--- config.mk ---
export PLATFORM = sky130hd
export DESIGN_NAME = jtframe_joy_serial
export DESIGN_NICKNAME = d
export VERILOG_FILES = /design/src/rtl/jtframe_joy_serial.sv
export SDC_FILE = /design/constraint.sdc
export NUM_CORES = 1
export LEC_CHECK = 0
export CAP_MARGIN = 40
export CORE_ASPECT_RATIO = 0.7
export CORE_MARGIN = 5
export CORE_UTILIZATION = 55
export DETAILED_ROUTE_END_ITERATION = 8
export PLACE_DENSITY_LB_ADDON = 0.25
export SLEW_MARGIN = 10
export SYNTH_ARGS = -nofsm -noshare
export SYNTH_HDL_FRONTEND = slang
export SYNTH_SLANG_ARGS = --single-unit
export TNS_END_PERCENT = 100
--- constraint.sdc ---
create_clock -name clk -period 2.5 [get_ports clk]
set_clock_uncertainty 0.2 [all_clocks]
set_input_delay 0.5 -clock clk [delete_from_list [all_inputs] [get_ports clk]]
set_output_delay 0.5 -clock clk [all_outputs]
set_load 0.03 [all_outputs]
--- src/rtl/jtframe_joy_serial.sv ---
// jtframe_joy_serial
// Serial joystick reader for 74HC165-style parallel-in/serial-out chains
// (NeptUNO, MC2+). The chain is loaded with joy_load low. Each joy_clk pulse
// then shifts one bit out. The reader can run a second scan with joy_select
// low, which captures Mega Drive 6-button data.
//
// Ports:
//   clk        system clock (clk_sys)
//   rst        synchronous active-high reset
//   joy_data   serial data from the chain
//   joy_clk    shift clock to the chain
//   joy_load   parallel load to the chain, active-low
//   joy_select joystick select line
//   joy_out    latest committed input state, active-high (pressed=1)
//   joy_valid  one-cycle strobe, high on the cycle joy_out is committed
//
// Player p occupies scan bits [p*BITS +: BITS]. The first bit shifted out
// lands in the MSB, so the chain starts with the highest player index. With
// SELSCAN=1 the frame is {select-high scan, select-low scan}.
//
// Optional build macro JTFRAME_JOYSER_DEBOUNCE_EN: a completed frame commits
// only if it equals the previous completed frame.
//
// Every output is registered, so there is no combinational path from joy_data.
// Internal 'state' holds the scan state for debug visibility.
module jtframe_joy_serial #(
    parameter int PLAYERS = 2,
    parameter int BITS    = 8,
    parameter int DIV     = 4,
    parameter int GAP     = 16,
    parameter int SELSCAN = 0,
    parameter int INVERT  = 1
) (
    input  logic                                 clk,
    input  logic                                 rst,
    input  logic                                 joy_data,
    output logic                                 joy_clk,
    output logic                                 joy_load,
    output logic                                 joy_select,
    output logic [PLAYERS*BITS*(SELSCAN+1)-1:0]  joy_out,
    output logic                                 joy_valid
);
    localparam int TOTAL = PLAYERS * BITS;
    localparam int OW    = TOTAL * (SELSCAN + 1);
    localparam int KW    = $clog2(TOTAL + 1);
    localparam bit SEL   = (SELSCAN != 0);
    localparam bit INV   = (INVERT != 0);

    localparam logic [15:0]   DIV_LAST = 16'(DIV - 1);
    localparam logic [15:0]   GAP_LAST = 16'(GAP - 1);
    localparam logic [KW-1:0] K_LAST   = KW'(TOTAL - 1);

    typedef enum logic [2:0] {
        ST_GAP,
        ST_LOAD,
        ST_SLOW,
        ST_SHIGH,
        ST_DONE
    } state_t;

    state_t          state, state_nx;
    logic [15:0]     timer, timer_nx;
    logic [KW-1:0]   k, k_nx;
    logic [TOTAL-1:0] scan;
    logic [OW-1:0]   frame;
    logic            sample_now;
    logic            done_entry;
    logic            frame_end;
    logic            accept;

    // ---------------- next-state logic ----------------
    always_comb begin
        state_nx = state;
        timer_nx = timer + 16'd1;
        k_nx     = k;
        case (state)
            ST_GAP: begin
                if (timer == GAP_LAST) begin
                    state_nx = ST_LOAD;
                    timer_nx = '0;
                end
            end
            ST_LOAD: begin
                if (timer == DIV_LAST) begin
                    state_nx = ST_SLOW;
                    timer_nx = '0;
                    k_nx     = '0;
                end
            end
            ST_SLOW: begin
                if (timer == DIV_LAST) begin
                    state_nx = ST_SHIGH;
                    timer_nx = '0;
                end
            end
            ST_SHIGH: begin
                if (timer == DIV_LAST) begin
                    timer_nx = '0;
                    if (k == K_LAST) begin
                        state_nx = ST_DONE;
                    end else begin
                        state_nx = ST_SLOW;
                        k_nx     = k + 1'b1;
                    end
                end
            end
            ST_DONE: begin
                state_nx = ST_GAP;
                timer_nx = '0;
            end
            default: begin
                state_nx = ST_GAP;
                timer_nx = '0;
            end
        endcase
    end

    // The chain data is sampled on the last low cycle before the rising edge.
    assign sample_now = (state == ST_SLOW) && (timer == DIV_LAST);
    // The output registers follow state_nx, so the commit is made on the edge
    // that enters DONE. joy_valid and the new joy_out then appear together
    // on the DONE cycle.
    assign done_entry = (state_nx == ST_DONE) && (state != ST_DONE);
    // The select-high half of a two-scan update is only buffered.
    assign frame_end  = done_entry && !(SEL && joy_select);

    generate
        if (SEL) begin : g_sel
            logic [TOTAL-1:0] upper;
            always_ff @(posedge clk) begin
                if (rst) begin
                    upper <= '0;
                end else if (done_entry && joy_select) begin
                    upper <= scan;
                end
            end
            assign frame = {upper, scan};
        end else begin : g_nosel
            assign frame = scan;
        end
    endgenerate

`ifdef JTFRAME_JOYSER_DEBOUNCE_EN
    // The compare register holds the previous completed frame.
    logic [OW-1:0] cmp;
    always_ff @(posedge clk) begin
        if (rst) begin
            cmp <= '0;
        end else if (frame_end) begin
            cmp <= frame;
        end
    end
    assign accept = (frame == cmp);
`else
    assign accept = 1'b1;
`endif

    // ---------------- state and output registers ----------------
    always_ff @(posedge clk) begin
        if (rst) begin
            state      <= ST_GAP;
            timer      <= '0;
            k          <= '0;
            scan       <= '0;
            joy_clk    <= 1'b0;
            joy_load   <= 1'b1;
            joy_select <= 1'b1;
            joy_out    <= '0;
            joy_valid  <= 1'b0;
        end else begin
            state     <= state_nx;
            timer     <= timer_nx;
            k         <= k_nx;
            joy_clk   <= (state_nx == ST_SHIGH);
            joy_load  <= (state_nx != ST_LOAD);
            joy_valid <= frame_end && accept;
            if (frame_end && accept) begin
                joy_out <= frame;
            end
            if (done_entry && SEL) begin
                joy_select <= ~joy_select;
            end
            // Bit k of the shift sequence goes to scan[TOTAL-1-k].
            for (int i = 0; i < TOTAL; i++) begin
                if (sample_now && (k == KW'(TOTAL - 1 - i))) begin
                    scan[i] <= joy_data ^ INV;
                end
            end
        end
    end
endmodule

==> results.md <==
* First-iteration detailed-routing DRC count at 203
* Number of enable flip-flop cells after synthesis at 0
* Number of cells after detailed placement at 377
* Worst-case setup margin in the final layout at 0.179 ns
* Synth Area per Inst at 9.51 um2
* Reg clk slew, reported paths at 0.06 ns
* Max-slew headroom at 0.614
* Wire length of the first global-routing pass at 9.76 mm
* Setup violations, final at 0
* Number of levels in the clock H-tree at 3
* Syn. warnings at 0
* Crit path kind: reg -> reg
* Top flip-flop cell by instance count after synthesis: dfxtp_1
* Starting density of the core at 0.578
* Setup repair bufs after CTS at 0
* Static leakage at 1.21 nW
* Data required time at the worst endpoint at 2.52 ns
* Tcrit/Tclk final at 0.928
* Net count of the mapped netlist at 306
* Aggregate global routing overflow at 0
* Class of the tightest hold or removal check: reg -> reg
* GRT Overall Usage at 0.187
* Worst setup timing slack at the placement stage at 0.204 ns
* Clk Latency, worst-skew pair at 0.34 ns
* # nets final at 328
* Placer's final routability congestion estimate at 0.819
* Pin count of the biggest net entering global routing at 32
* Floorplan die area at 6690 um2
* Most common cell after layout, fill and taps aside: dfxtp_1
* Ratio of routed vias to standard cells at 5.60
* Overall die height at 70.0 um
* Aggregate negative setup slack at 0 ns
* WL final at 5.72 mm
* Peak clock frequency supported by timing at 431 MHz
* Via count of the first global-routing pass at 2,016
* Post-cts hold buffer count at 0
* Flip-flop and latch count after synthesis at 59
* Antenna violations before repair at 0
* Highest ir drop seen on vdd at 0.557 mV
* Number of top-level pins at 23
* Share of post-route cells with drive strength above 1 at 0.114
* Actual transition at the worst max-transition pin at 0.578 ns
* Number of buffers inserted during clock tree synthesis at 9
* Num Clock Sinks at 59
* Leading cell types in the layout, fill and taps excluded: dfxtp_1 (59), nand2b_1 (34), mux2i_1 (26), nor2_1 (24), clkdlybuf4s50_1 (21)
* Routed via count at 2,202
* Power density over cell area at 626 nW/um2
* Critical Path Fanout Max at 13
* RSZ-0062 raised after global routing: no
* Minimum clock period after layout at 2.32 ns
* Register area share after synthesis at 0.418
* Number of port buffers at 21
* Final hold vios at 0
* Final cell count without fillers at 393
* Endpoint type of the worst setup path: flop
* Area occupied by multi-input gates at 1520 um2
* Remaining routing DRC violations at 0
* Die W at 95.6 um
* Worst Path Arrival at 2.34 ns
* Fill count at 398
* Area of the mapped netlist at 2820 um2
* Final HPWL from detailed placement at 4.03 mm
* # Max-Cap Violations at 0
* Detail Route Antenna Nets at 0
* Proportion of register bits with asynchronous set or reset after synthesis at 0
* Layout area overhead at 19.2%
* TritonCTS clock tree: built
* Combined flip-flop and latch cell area at 1180 um2
* Clock tree root driver cell: clkbuf_8
* Inserted Diodes at 0
* Outcome: finished clean
* Cells resized by post-CTS repair at 0
* Worst setup SP type: flop
* Length of the first detailed-routing pass in iterations at 4
* Wire length per cell after detailed routing at 14.5 um
* Number of buffers on the longest clock path at 2
* Post-Synthesis Cells at 297
* Placeable core area at 4890 um2
* Placement Rows at 21
* Final slew viol count at 0
* Number of distinct standard cells referenced by the synthesized netlist at 46
cell usage after synthesis (2+ instances only):
cell      instances  area (um2)
nor4_1            7        43.8
nand4b_1          2        17.5
nand4_1           8        50.1
inv_1             9        33.8
and2_1            2        12.5
mux2i_1          26         260
nor4_4            3        63.8
xor2_1            2        17.5
nand3_1           8        40.0
xnor2_1          12         105
clkbuf_1         14        52.6
mux2_2            2        22.5
and4_1            3        26.3
dfxtp_1          59        1180
nor3_1            9        45.0
nand2_1           4        15.0
nor3b_1           4        30.0
o21ai_0           2        10.0
nor2_1           24        90.1
nand2b_1         34         213
a21oi_1           3        15.0
buf_2             3        15.0
or4_1             2        15.0
ha_1              6        75.1
and3_1            6        37.5
nor2b_1           7        43.8
or3_1             3        18.8
a311oi_1          7        61.3
a31oi_1           9        56.3
worst paths after layout:
path | startpoint | end | slack [ns] | depth (start not counted)
setup / recovery | k[1] | joy_out[8] | 0.18 | 7
hold / removal | joy_out[15] | joy_out[15] | 0.27 | 2
setup reg to reg | k[1] | joy_out[8] | 0.18 | 7
hold reg to reg | joy_out[15] | joy_out[15] | 0.27 | 2
worst max-delay path: stages (launching register included):
cell and delay, ns:
dfxtp_1 0.44, ha_1 0.27, and3_1 0.18, ha_1 0.25
inv_1 0.12, or3_1 0.39, buf_4 0.22, mux2i_1 0.14
metal layers:
metal	track usage	share of wire
met5	0	0
met2	0.250	0.42
met4	0.0662	0.014
met3	0.0730	0.067
met1	0.269	0.50
cell families after synthesis:
family,synth area share
simple gates,0.294
buf+inv,0.0439
flops,0.418
compound gates,0.0722
xor+xnor,0.0434
mux,0.100
fa+ha+maj,0.0266
other cells,0.00133
layout make-up:
class / instances / share of cell area
clock inverters: 4 / 0.0283
multi-input cells: 209 / 0.451
clock buffers: 12 / 0.0491
repair buffers: 31 / 0.0848
flip-flops and latches: 59 / 0.351
inverters: 9 / 0.0100
well taps: 69 / 0.0257
report_power, final:
| group | total [mW] | internal (mW) | switching [mW] |
|---|---|---|---|
| Combinational | 0.0560 | 0.0241 | 0.0319 |
| Clock | 1.10 | 0.742 | 0.361 |
| Sequential | 0.949 | 0.944 | 0.00492 |
metrics by stage:
stage	area (um2)	util	hold slack (ns)	power, mW
after floorplan	2820	-	0.248	1.01
after global placement	3110	0.635	0.258	1.02
after detailed placement	3110	0.635	0.263	1.02
after CTS	3370	0.689	0.276	2.12
after global routing	3370	0.689	0.294	2.18
final	3370	0.689	0.272	2.11
sequential cells by signal, summed over array words and instances (netlist names):
register and count:
k 5, joy_out 16, joy_valid 1, state 3, frame 16, joy_clk 1, timer 16, joy_load 1
Power figures use the tool's default switching activity.
==> variant: new RTL, same settings <==
The 5 states of `state_t` get a one-hot encoding in 5 bits.
--- a/src/rtl/jtframe_joy_serial.sv
+++ b/src/rtl/jtframe_joy_serial.sv
@@ -52,8 +52,8 @@
 
-    typedef enum logic [2:0] {
-        ST_GAP,
-        ST_LOAD,
-        ST_SLOW,
-        ST_SHIGH,
-        ST_DONE
+    typedef enum logic [4:0] {
+        ST_GAP   = 5'b00001,
+        ST_LOAD  = 5'b00010,
+        ST_SLOW  = 5'b00100,
+        ST_SHIGH = 5'b01000,
+        ST_DONE  = 5'b10000
     } state_t;
Check against the original RTL: same outputs for any inputs over 10 cycles, from zero or initial values and one cycle with rst high; not proved beyond that.
==> variant against the original RTL <==
  * Power fell by 9.7%
  * Sequential cell count up 2
  * Sequential share of layout area up 0.49 points
  * Cell area rose by 2.0%
  * Synthesized area grew 3.9%
  * Setup slack improved by 71 ps
  * Routed wire length increased by 21%
  * Critical path type unchanged
  * Critical endpoint is now frame[9]$_SDFFE_PP0P_
==> variant: results (changes against the original RTL) <==
| Metric | Value |
|---|---|
| Outcome | finished, final reports clean |
| Met2 GRT Util | 28.1% (+3.2 points) |
| Met2 WL post-DR | 2810 um (+18%) |
| # fillers | 423 (+6.3%) |
| GRT Total Usage | 20.2% (+1.5 points) |
| M3 GR Usage | 6.80% (-0.50 points) |
| Dpl hpwl | 4690 um (+16%) |
| Met3 WL post-DR | 439 um (+15%) |
| DR vias/cell | 6.14 (+9.5%) |
| M1 WL | 3580 um (+25%) |
| 1st-iter DRT viols | 191 (-5.9%) |
| Count of different cell masters after synthesis | 44 (-4.3%) |
| Max FO, Critical Path | 49 (+36) |
| RD Place Congestion | 0.845 (+3.2%) |
| Part of the power in registers | 51.4% (+6.4 points) |
| Share of layout cells above drive strength 1 | 11.2% (-0.18 points) |
| Hold Path End | joy_out[10]$_SDFFE_PP0P_ |
| First-pass GRT wire length | 11500 um (+17%) |
| NumNets Final | 360 (+9.8%) |
| Reg2reg end | frame[9]$_SDFFE_PP0P_ |
| Pin count of the biggest net entering global routing | 50 (+56%) |
| Hold_sp | joy_out[10]$_SDFFE_PP0P_ |
| DP Cell Count | 412 (+9.3%) |
| Crit path largest cell delay | 520 ps (+80 ps) |
| Final hold slack | 266 ps (-5.88 ps) |
| Seq/Total Area, Yosys | 41.6% (-0.22 points) |
| Critical path launch point | timer[0]$_SDFF_PP0_ |
| Fmax | 444 MHz (+3.2%) |
| Post-synth top cells | dfxtp_1 (61), a21oi_1 (32), o31ai_1 (26) |
| Syn avg cell area | 8.81 um^2 (-7.3%) |
| Ranking of synthesized cells by area | dfxtp_1 (42%), o31ai_1 (6.6%), a21oi_1 (5.5%), nand4_1 (4.3%), nor3_1 (3.4%) |
| Pwr/cell area | 555 mW/mm^2 (-11%) |
| Leak | 1.09 nW (-10%) |
| Max stage delay cell, worst path | or4_1 |
| R2r setup slk | 250 ps (+70 ps) |
| Post-Route WL | 6910 um (+21%) |
| Worst R2R Path Depth | 6 (-1) |
| Worst path arrival time | 2320 ps (-20 ps) |
| Number of global-route vias before repair | 2370 (+18%) |
variant: cell count changes after synthesis, moves of 4 or more:
cell	delta
clkbuf_1	+9
nand4_1	+12
nor3_1	+11
nor2_1	-16
a21oi_1	+29
or4_1	+9
nor4_1	-4
o21ai_0	+5
nand2_1	+14
a31oi_1	-9
nand2b_1	-31
o31ai_1	+25
mux2i_1	-26
a41oi_1	+5
variant: cell type report:
class                   instances  area [um^2]  area share (%)
clock buffers                  11          141            4.12
clock inverters                 5         50.0            1.46
inverters                      10         37.5            1.09
multi-input cells             233         1560            45.4
flip-flops and latches         61         1220            35.6
well taps                      72         90.1            2.62
repair buffers                 36          335            9.77
variant: cell families after synthesis:
kind of cell | after synthesis | synth area share (%)
fa+ha+maj | 6 | 2.56
xor+xnor | 12 | 3.58
mux | 1 | 0.384
compound gates | 88 | 20.3
buf+inv | 39 | 5.37
other cells | 1 | 0.128
flops | 61 | 41.6
simple gates | 125 | 26.1
